<file path="src/rtl/grf_wport_arb_if.sv">
// grf_wport_arb_if
// Bundles every signal between the GRF write-port arbiter and its clients.
//   master : driven by the pipeline side. It supplies the writeback request
//            (wb_*), the multiply/divide result (md_*) and the decode source
//            registers (rs/rt). It observes the handshakes, the GRF write
//            port, the busy flags and the queue occupancy.
//   slave  : the arbiter itself, with the opposite directions.
interface grf_wport_arb_if;
    logic        wb_valid;
    logic [4:0]  wb_addr;
    logic [31:0] wb_data;
    logic [31:0] wb_pc;
    logic        wb_ready;

    logic        md_valid;
    logic [4:0]  md_addr;
    logic [31:0] md_data;
    logic [31:0] md_pc;
    logic        md_ready;

    logic        we;
    logic [4:0]  waddr;
    logic [31:0] wdata;
    logic [31:0] wpc;

    logic [4:0]  rs;
    logic [4:0]  rt;
    logic        rs_busy;
    logic        rt_busy;
    logic [1:0]  pending;

    modport master (
        output wb_valid, wb_addr, wb_data, wb_pc,
        output md_valid, md_addr, md_data, md_pc,
        output rs, rt,
        input  wb_ready, md_ready,
        input  we, waddr, wdata, wpc,
        input  rs_busy, rt_busy, pending
    );

    modport slave (
        input  wb_valid, wb_addr, wb_data, wb_pc,
        input  md_valid, md_addr, md_data, md_pc,
        input  rs, rt,
        output wb_ready, md_ready,
        output we, waddr, wdata, wpc,
        output rs_busy, rt_busy, pending
    );
endinterface

</file>
<file path="src/rtl/grf_wport_arb.sv">
// grf_wport_arb
// Shares the single GRF write port between the pipeline writeback stage and
// the multiply/divide unit. Writeback has priority and is never queued. MD
// results go through a 2-entry FIFO and are written when writeback is idle,
// or forcibly once the head has been denied STARVE_LIMIT consecutive cycles.
// Ports:
//   clk   : clock, all state updates on posedge
//   reset : asynchronous active-high reset, empties the FIFO
//   bus   : grf_wport_arb_if.slave (writeback/MD requests, GRF write port,
//           rs/rt busy flags and queue occupancy)
module grf_wport_arb #(
    parameter int STARVE_LIMIT = 4
) (
    input  logic            clk,
    input  logic            reset,
    grf_wport_arb_if.slave  bus
);

    localparam int SW = (STARVE_LIMIT < 1) ? 1 : $clog2(STARVE_LIMIT + 1);

    logic [4:0]    q_addr [2];
    logic [31:0]   q_data [2];
    logic [31:0]   q_pc   [2];
    logic          rd_ptr;
    logic          wr_ptr;
    logic [1:0]    count;
    logic [SW-1:0] starve_cnt;

    logic          starved;
    logic          head_grant;
    logic          wb_grant;
    logic          enq;
    logic [1:0]    entry_valid;

    // Grant decision. The head wins when writeback is idle or when it has
    // been starved long enough; in the latter case writeback is stalled.
    // md_ready depends only on registered occupancy, so a result accepted
    // this cycle can never be written before the next one.
    always_comb begin
        starved      = (starve_cnt == SW'(STARVE_LIMIT));
        head_grant   = (count != 2'd0) && (!bus.wb_valid || starved);
        wb_grant     = bus.wb_valid && !head_grant && !reset;
        enq          = bus.md_valid && (count != 2'd2) && (bus.md_addr != 5'd0);
        bus.md_ready = (count != 2'd2);
        bus.wb_ready = !(bus.wb_valid && head_grant);
        bus.pending  = count;

        bus.we    = 1'b0;
        bus.waddr = 5'd0;
        bus.wdata = 32'd0;
        bus.wpc   = 32'd0;
        if (head_grant) begin
            bus.we    = 1'b1;
            bus.waddr = q_addr[rd_ptr];
            bus.wdata = q_data[rd_ptr];
            bus.wpc   = q_pc[rd_ptr];
        end else if (wb_grant) begin
            bus.we    = (bus.wb_addr != 5'd0);
            bus.waddr = bus.wb_addr;
            bus.wdata = bus.wb_data;
            bus.wpc   = bus.wb_pc;
        end
    end

    // Scoreboard hazard flags. The entry being written this cycle is still
    // reported busy, because decode reads the GRF only after the write lands.
    always_comb begin
        bus.rs_busy = 1'b0;
        bus.rt_busy = 1'b0;
        for (int i = 0; i < 2; i++) begin
            entry_valid[i] = (count == 2'd2) || ((count == 2'd1) && (rd_ptr == 1'(i)));
            if (entry_valid[i] && (bus.rs != 5'd0) && (q_addr[i] == bus.rs)) begin
                bus.rs_busy = 1'b1;
            end
            if (entry_valid[i] && (bus.rt != 5'd0) && (q_addr[i] == bus.rt)) begin
                bus.rt_busy = 1'b1;
            end
        end
    end

    // FIFO storage, pointers and occupancy. Results for r0 are accepted but
    // dropped, since enq already excludes them.
    always_ff @(posedge clk or posedge reset) begin
        if (reset) begin
            rd_ptr <= 1'b0;
            wr_ptr <= 1'b0;
            count  <= 2'd0;
            for (int i = 0; i < 2; i++) begin
                q_addr[i] <= 5'd0;
                q_data[i] <= 32'd0;
                q_pc[i]   <= 32'd0;
            end
        end else begin
            if (enq) begin
                q_addr[wr_ptr] <= bus.md_addr;
                q_data[wr_ptr] <= bus.md_data;
                q_pc[wr_ptr]   <= bus.md_pc;
                wr_ptr         <= ~wr_ptr;
            end
            if (head_grant) begin
                rd_ptr <= ~rd_ptr;
            end
            case ({enq, head_grant})
                2'b10:   count <= count + 2'd1;
                2'b01:   count <= count - 2'd1;
                default: count <= count;
            endcase
        end
    end

    // Counts consecutive cycles the head has waited behind writeback.
    always_ff @(posedge clk or posedge reset) begin
        if (reset) begin
            starve_cnt <= '0;
        end else if ((count == 2'd0) || head_grant) begin
            starve_cnt <= '0;
        end else if (!starved) begin
            starve_cnt <= starve_cnt + SW'(1);
        end
    end

endmodule

</file>
<file path="src/flat_wrapper.sv">
// flat-port wrapper written by rule: the top's interface ports become plain ports
module grf_wport_arb_flat 
#(
    parameter int STARVE_LIMIT = 4
)
  (clk, reset, bus_wb_valid, bus_wb_addr, bus_wb_data, bus_wb_pc, bus_md_valid, bus_md_addr, bus_md_data, bus_md_pc, bus_rs, bus_rt, bus_wb_ready, bus_md_ready, bus_we, bus_waddr, bus_wdata, bus_wpc, bus_rs_busy, bus_rt_busy, bus_pending);
  grf_wport_arb_if bus_i ();
  input  logic clk;
  input  logic reset;
  input wire logic [$bits(bus_i.wb_valid)-1:0] bus_wb_valid;
  input wire logic [$bits(bus_i.wb_addr)-1:0] bus_wb_addr;
  input wire logic [$bits(bus_i.wb_data)-1:0] bus_wb_data;
  input wire logic [$bits(bus_i.wb_pc)-1:0] bus_wb_pc;
  input wire logic [$bits(bus_i.md_valid)-1:0] bus_md_valid;
  input wire logic [$bits(bus_i.md_addr)-1:0] bus_md_addr;
  input wire logic [$bits(bus_i.md_data)-1:0] bus_md_data;
  input wire logic [$bits(bus_i.md_pc)-1:0] bus_md_pc;
  input wire logic [$bits(bus_i.rs)-1:0] bus_rs;
  input wire logic [$bits(bus_i.rt)-1:0] bus_rt;
  output wire logic [$bits(bus_i.wb_ready)-1:0] bus_wb_ready;
  output wire logic [$bits(bus_i.md_ready)-1:0] bus_md_ready;
  output wire logic [$bits(bus_i.we)-1:0] bus_we;
  output wire logic [$bits(bus_i.waddr)-1:0] bus_waddr;
  output wire logic [$bits(bus_i.wdata)-1:0] bus_wdata;
  output wire logic [$bits(bus_i.wpc)-1:0] bus_wpc;
  output wire logic [$bits(bus_i.rs_busy)-1:0] bus_rs_busy;
  output wire logic [$bits(bus_i.rt_busy)-1:0] bus_rt_busy;
  output wire logic [$bits(bus_i.pending)-1:0] bus_pending;
  assign bus_i.wb_valid = bus_wb_valid;
  assign bus_i.wb_addr = bus_wb_addr;
  assign bus_i.wb_data = bus_wb_data;
  assign bus_i.wb_pc = bus_wb_pc;
  assign bus_i.md_valid = bus_md_valid;
  assign bus_i.md_addr = bus_md_addr;
  assign bus_i.md_data = bus_md_data;
  assign bus_i.md_pc = bus_md_pc;
  assign bus_i.rs = bus_rs;
  assign bus_i.rt = bus_rt;
  assign bus_wb_ready = bus_i.wb_ready;
  assign bus_md_ready = bus_i.md_ready;
  assign bus_we = bus_i.we;
  assign bus_waddr = bus_i.waddr;
  assign bus_wdata = bus_i.wdata;
  assign bus_wpc = bus_i.wpc;
  assign bus_rs_busy = bus_i.rs_busy;
  assign bus_rt_busy = bus_i.rt_busy;
  assign bus_pending = bus_i.pending;
  grf_wport_arb #(.STARVE_LIMIT(STARVE_LIMIT)) u_core (.clk(clk), .reset(reset), .bus(bus_i));
endmodule
</file>
<file path="config.mk">
export PLATFORM = sky130hd
export DESIGN_NAME = grf_wport_arb_flat
export DESIGN_NICKNAME = d
export VERILOG_FILES = /design/src/rtl/grf_wport_arb_if.sv /design/src/rtl/grf_wport_arb.sv /design/src/flat_wrapper.sv
export SDC_FILE = /design/constraint.sdc
export NUM_CORES = 1
export LEC_CHECK = 0
export BUFFER_PORTS_ARGS = -buffer_cell sky130_fd_sc_hd__buf_2
export CAP_MARGIN = 20
export CORE_UTILIZATION = 44
export DETAILED_ROUTE_END_ITERATION = 7
export PLACE_DENSITY = 0.74
export SYNTH_ARGS = -nofsm -noshare
export SYNTH_HDL_FRONTEND = slang
export SYNTH_SLANG_ARGS = --single-unit
</file>
<file path="constraint.sdc">
create_clock -name clk -period 5.1 [get_ports clk]
set_input_delay 0.765 -clock clk [delete_from_list [all_inputs] [get_ports clk]]
set_output_delay 0.765 -clock clk [all_outputs]
set_load 0.005 [all_outputs]
</file>
==> metrics.md <==
| Metric | Value |
|---|---|
| Status | finished, final reports clean |
| Commonest non-fill, non-tap cell in the layout | buf_2 |
| Number of setup buffers added after CTS | 0 |
| EDFF count, synth | 0 |
| Gr usage total | 0.209 |
| Share of flip-flops with an asynchronous set or reset | 1.00 |
| Hold Path Cell Cnt | 1 |
| Yosys warns | 0 |
| Slew Limit Fails | 0 |
| Net Sw Frac | 0.326 |
| Port Buffers | 227 |
| Clock Sinks | roughly 150 |
| Maximum clock insertion buffer count | 2 |
| Slew margin rel. | 0.311 |
| Synth area leaders | dfrtp_1 (50%), mux2_2 (18%), mux2i_1 (9.5%), o2bb2ai_1 (8.3%), mux2_4 (2.1%) |
| Clock Tree Root | clkbuf_16 |
| First-pass GRT wire length | 27,000 um |
| Area Overhead vs Synth | 24.6% |
| CP Launch Type | flop |
| Global route overflow | 0 |
| Latest clock arrival within the worst-skew pair | 0.41 ns |
| Total CTS buffers | 17 |
| Worst path arrival time | approximately 2.8 ns |
| Post-Layout Cell Count | 980 |
| Commonest cells after routing, fill and taps aside | buf_2 (227), dfrtp_1 (144), mux2_2 (118) |
| Tcrit/Tclk final | 0.693 |
| Via count | approximately 5,300 |
| Crit. End Element | primary output |
| Avg Vias per Cell | between 5 and 6 |
| CTS H-tree lvls | 4 |
| Net Count, Synth | a little under 700 |
| I/O Pins | 228 |
| Final design utilization | 0.566 |
| CP max-delay cell | and3_2 |
| GPL Wtd Cong | 0.833 |
| PD cells | 616 nW/um^2 |
| Peak VDD IR | 0.288 mV |
| Critical path startpoint | u_core.starve_cnt[0] |
| Max stage delay on crit path | 0.65 ns |
| Worst setup path category | reg -> out |
| Period minus WS final | 3.54 ns |
| Reg2reg path depth | 5 |
| Full die area | 17,100 um^2 |
| Drt pass-1 iters | 4 |
| Cell area after synthesis | 7300 um^2 |
| DRT Wirelength | 17,800 um |
| Cells after DPL | 946 |
| CTS tree | yes |
| P_int | about 3800 uW |
| Core outline area | 16,100 um^2 |
| Reg power frac | 0.392 |
| Number of synthesized register bits | 145 |
| Initial Util | 0.455 |
| Max Freq | between 200 and 300 MHz |
| Worst-path cell chain | inv_1 > ha_1 > nand2_1 > a21o_2 > and3_2 > buf_4 > o2bb2ai_1 > buf_2 |
| FF-to-FF End | u_core.q_data[56] |
| Max cap viols | 0 |
| Post-synth top area share | 0.497 |
| Clock power frac | 0.220 |
| Worst clock skew | between 0.004 and 0.005 ns |
| Worst slew pin tran | 1.03 ns |
| Number of global-route vias before repair | 5,558 |
| WL/cell | 18.1 um |
| Synth Flop Type | dfrtp_1 |
| Post-route DRC violation count | 0 |
| Syn avg cell area | roughly 14 um^2 |
| Cell Rows | 46 |
| # resized after CTS | 0 |
| Endpoint, Worst Hold | u_core.starve_cnt[0] |
| Crit Path Max Fanout | 37 |
| Class of the worst hold path | reg -> reg |
| Nets | 907 |
| Post-synthesis sequential area ratio | 0.497 |
| Setup violators final | 0 |
| Clock-pin slew on the worst setup and hold paths | ~0.060 ns |
| Reg2reg start | u_core.bus.pending[0] |
| WP data required | 4.34 ns |
| ANT nets after route | 0 |
| Library cells used by synthesis | 34 |
| Largest net degree at the start of global routing | 79 |
| Logic pwr share | 0.388 |
| Die H | 131 um |
| Reg-to-reg slack, setup | 2.54 ns |
| Fin Setup TNS | 0 ns |
| Syn Inst Count | 537 |
| Iter 0 DRT Violations | 181 |
| Layout cells sized above 1 | 0.516 |
| Fin. Hold Viols | 0 |
| Hold_sp | u_core.starve_cnt[0] |
| DPL Wire Length | 12,300 um |
| LEAKAGE | ~0.0044 uW |
| Initial antenna violation count | 4 |
| Hold bufs inserted after CTS | 0 |
| Post-synth top area cell | dfrtp_1 |
| RSZ-0062 raised after global routing | false |
| Psw | 1830 uW |
| Die W | 131 um |
-- metrics by stage --
step / hold slack, ns / power, uW / instance area (um^2) / setup slack (ns)
2_1_floorplan: 0.438 / 3720 / 7300 / 0.395
6_report: 0.474 / 5610 / 9090 / 1.56
3_3_place_gp: 0.449 / 4250 / 8510 / 1.96
5_1_grt: 0.499 / 5970 / 9090 / 1.36
3_5_place_dp: 0.467 / 4410 / 8510 / 1.80
4_1_cts: 0.474 / 5660 / 9090 / 1.55
-- registers in the layout, summed over array words and instances (netlist names) --
name,flops
u_core.bus.pending,2
u_core.q_addr,10
u_core.q_data,64
u_core.q_pc,64
u_core.rd_ptr,1
u_core.starve_cnt,3
u_core.wr_ptr,1
-- how the worst max path moves through the flow --
stage	end	slack (ns)	cells after the start
2_1_floorplan	bus_waddr[0]	0.39	6
3_3_place_gp	bus_wdata[28]	1.96	6
3_5_place_dp	bus_wdata[22]	1.80	6
4_1_cts	bus_wdata[22]	1.55	8
5_1_grt	bus_wdata[31]	1.36	8
6_report	bus_wpc[14]	1.56	8
-- final cells by class --
cell class	instances	area (um^2)
Timing Repair Buffer	232	1170
Clock inverter	6	105
Antenna cell	3	7.51
Sequential cell	145	3630
Multi-Input combinational cell	345	3400
Inverter	8	33.8
Clock buffer	25	475
Fill cell	1349	6960
Tap cell	216	270
-- worst max-delay path, delay by kind of cell (launching register included) --
family | cells | cell delay [ns]
AND/OR/NAND/NOR | 2 | 0.75
buffers and inverters | 3 | 0.71
flip-flops | 1 | 0.37
AO/OA/AOI/OAI | 2 | 0.30
adder cells (fa/ha/maj) | 1 | 0.22
-- power by group through the flow --
stage | clock network (uW) | registers (uW) | logic, uW
6_report | 1230 | 2200 | 2180
2_1_floorplan | 0 | 1990 | 1730
4_1_cts | 1250 | 2200 | 2210
3_5_place_dp | 0 | 2210 | 2200
3_3_place_gp | 0 | 2150 | 2110
5_1_grt | 1310 | 2270 | 2390
-- synth_stat cells, drive strengths merged, types with 3 or more instances --
library cell and count:
or4 3, nand2 9, clkbuf 8, xor2 16, o2bb2ai 69, xnor2 7, mux2 128, mux2i 69
nand3 3, o211ai 3, a21oi 3, a22o 11, dfrtp 145, nor4 4, buf 31, nor2 3
inv 8, ha 6
-- logic make-up after synthesis --
family                     synth area share
AOI/OAI and AO/OA                     0.103
DFF                                   0.497
xor gates and xnor gates             0.0276
adders and majority gates            0.0103
and+or+nand+nor                      0.0264
buffers and inverters                0.0386
muxes                                 0.297
-- per-layer routing --
layer | routed length, um | GRT usage
met2 | 9480 | 0.384
met5 | 0 | 0
met4 | 268 | 0.0805
met1 | 7010 | 0.227
met3 | 1010 | 0.0574
Power figures use the tool's default switching activity.
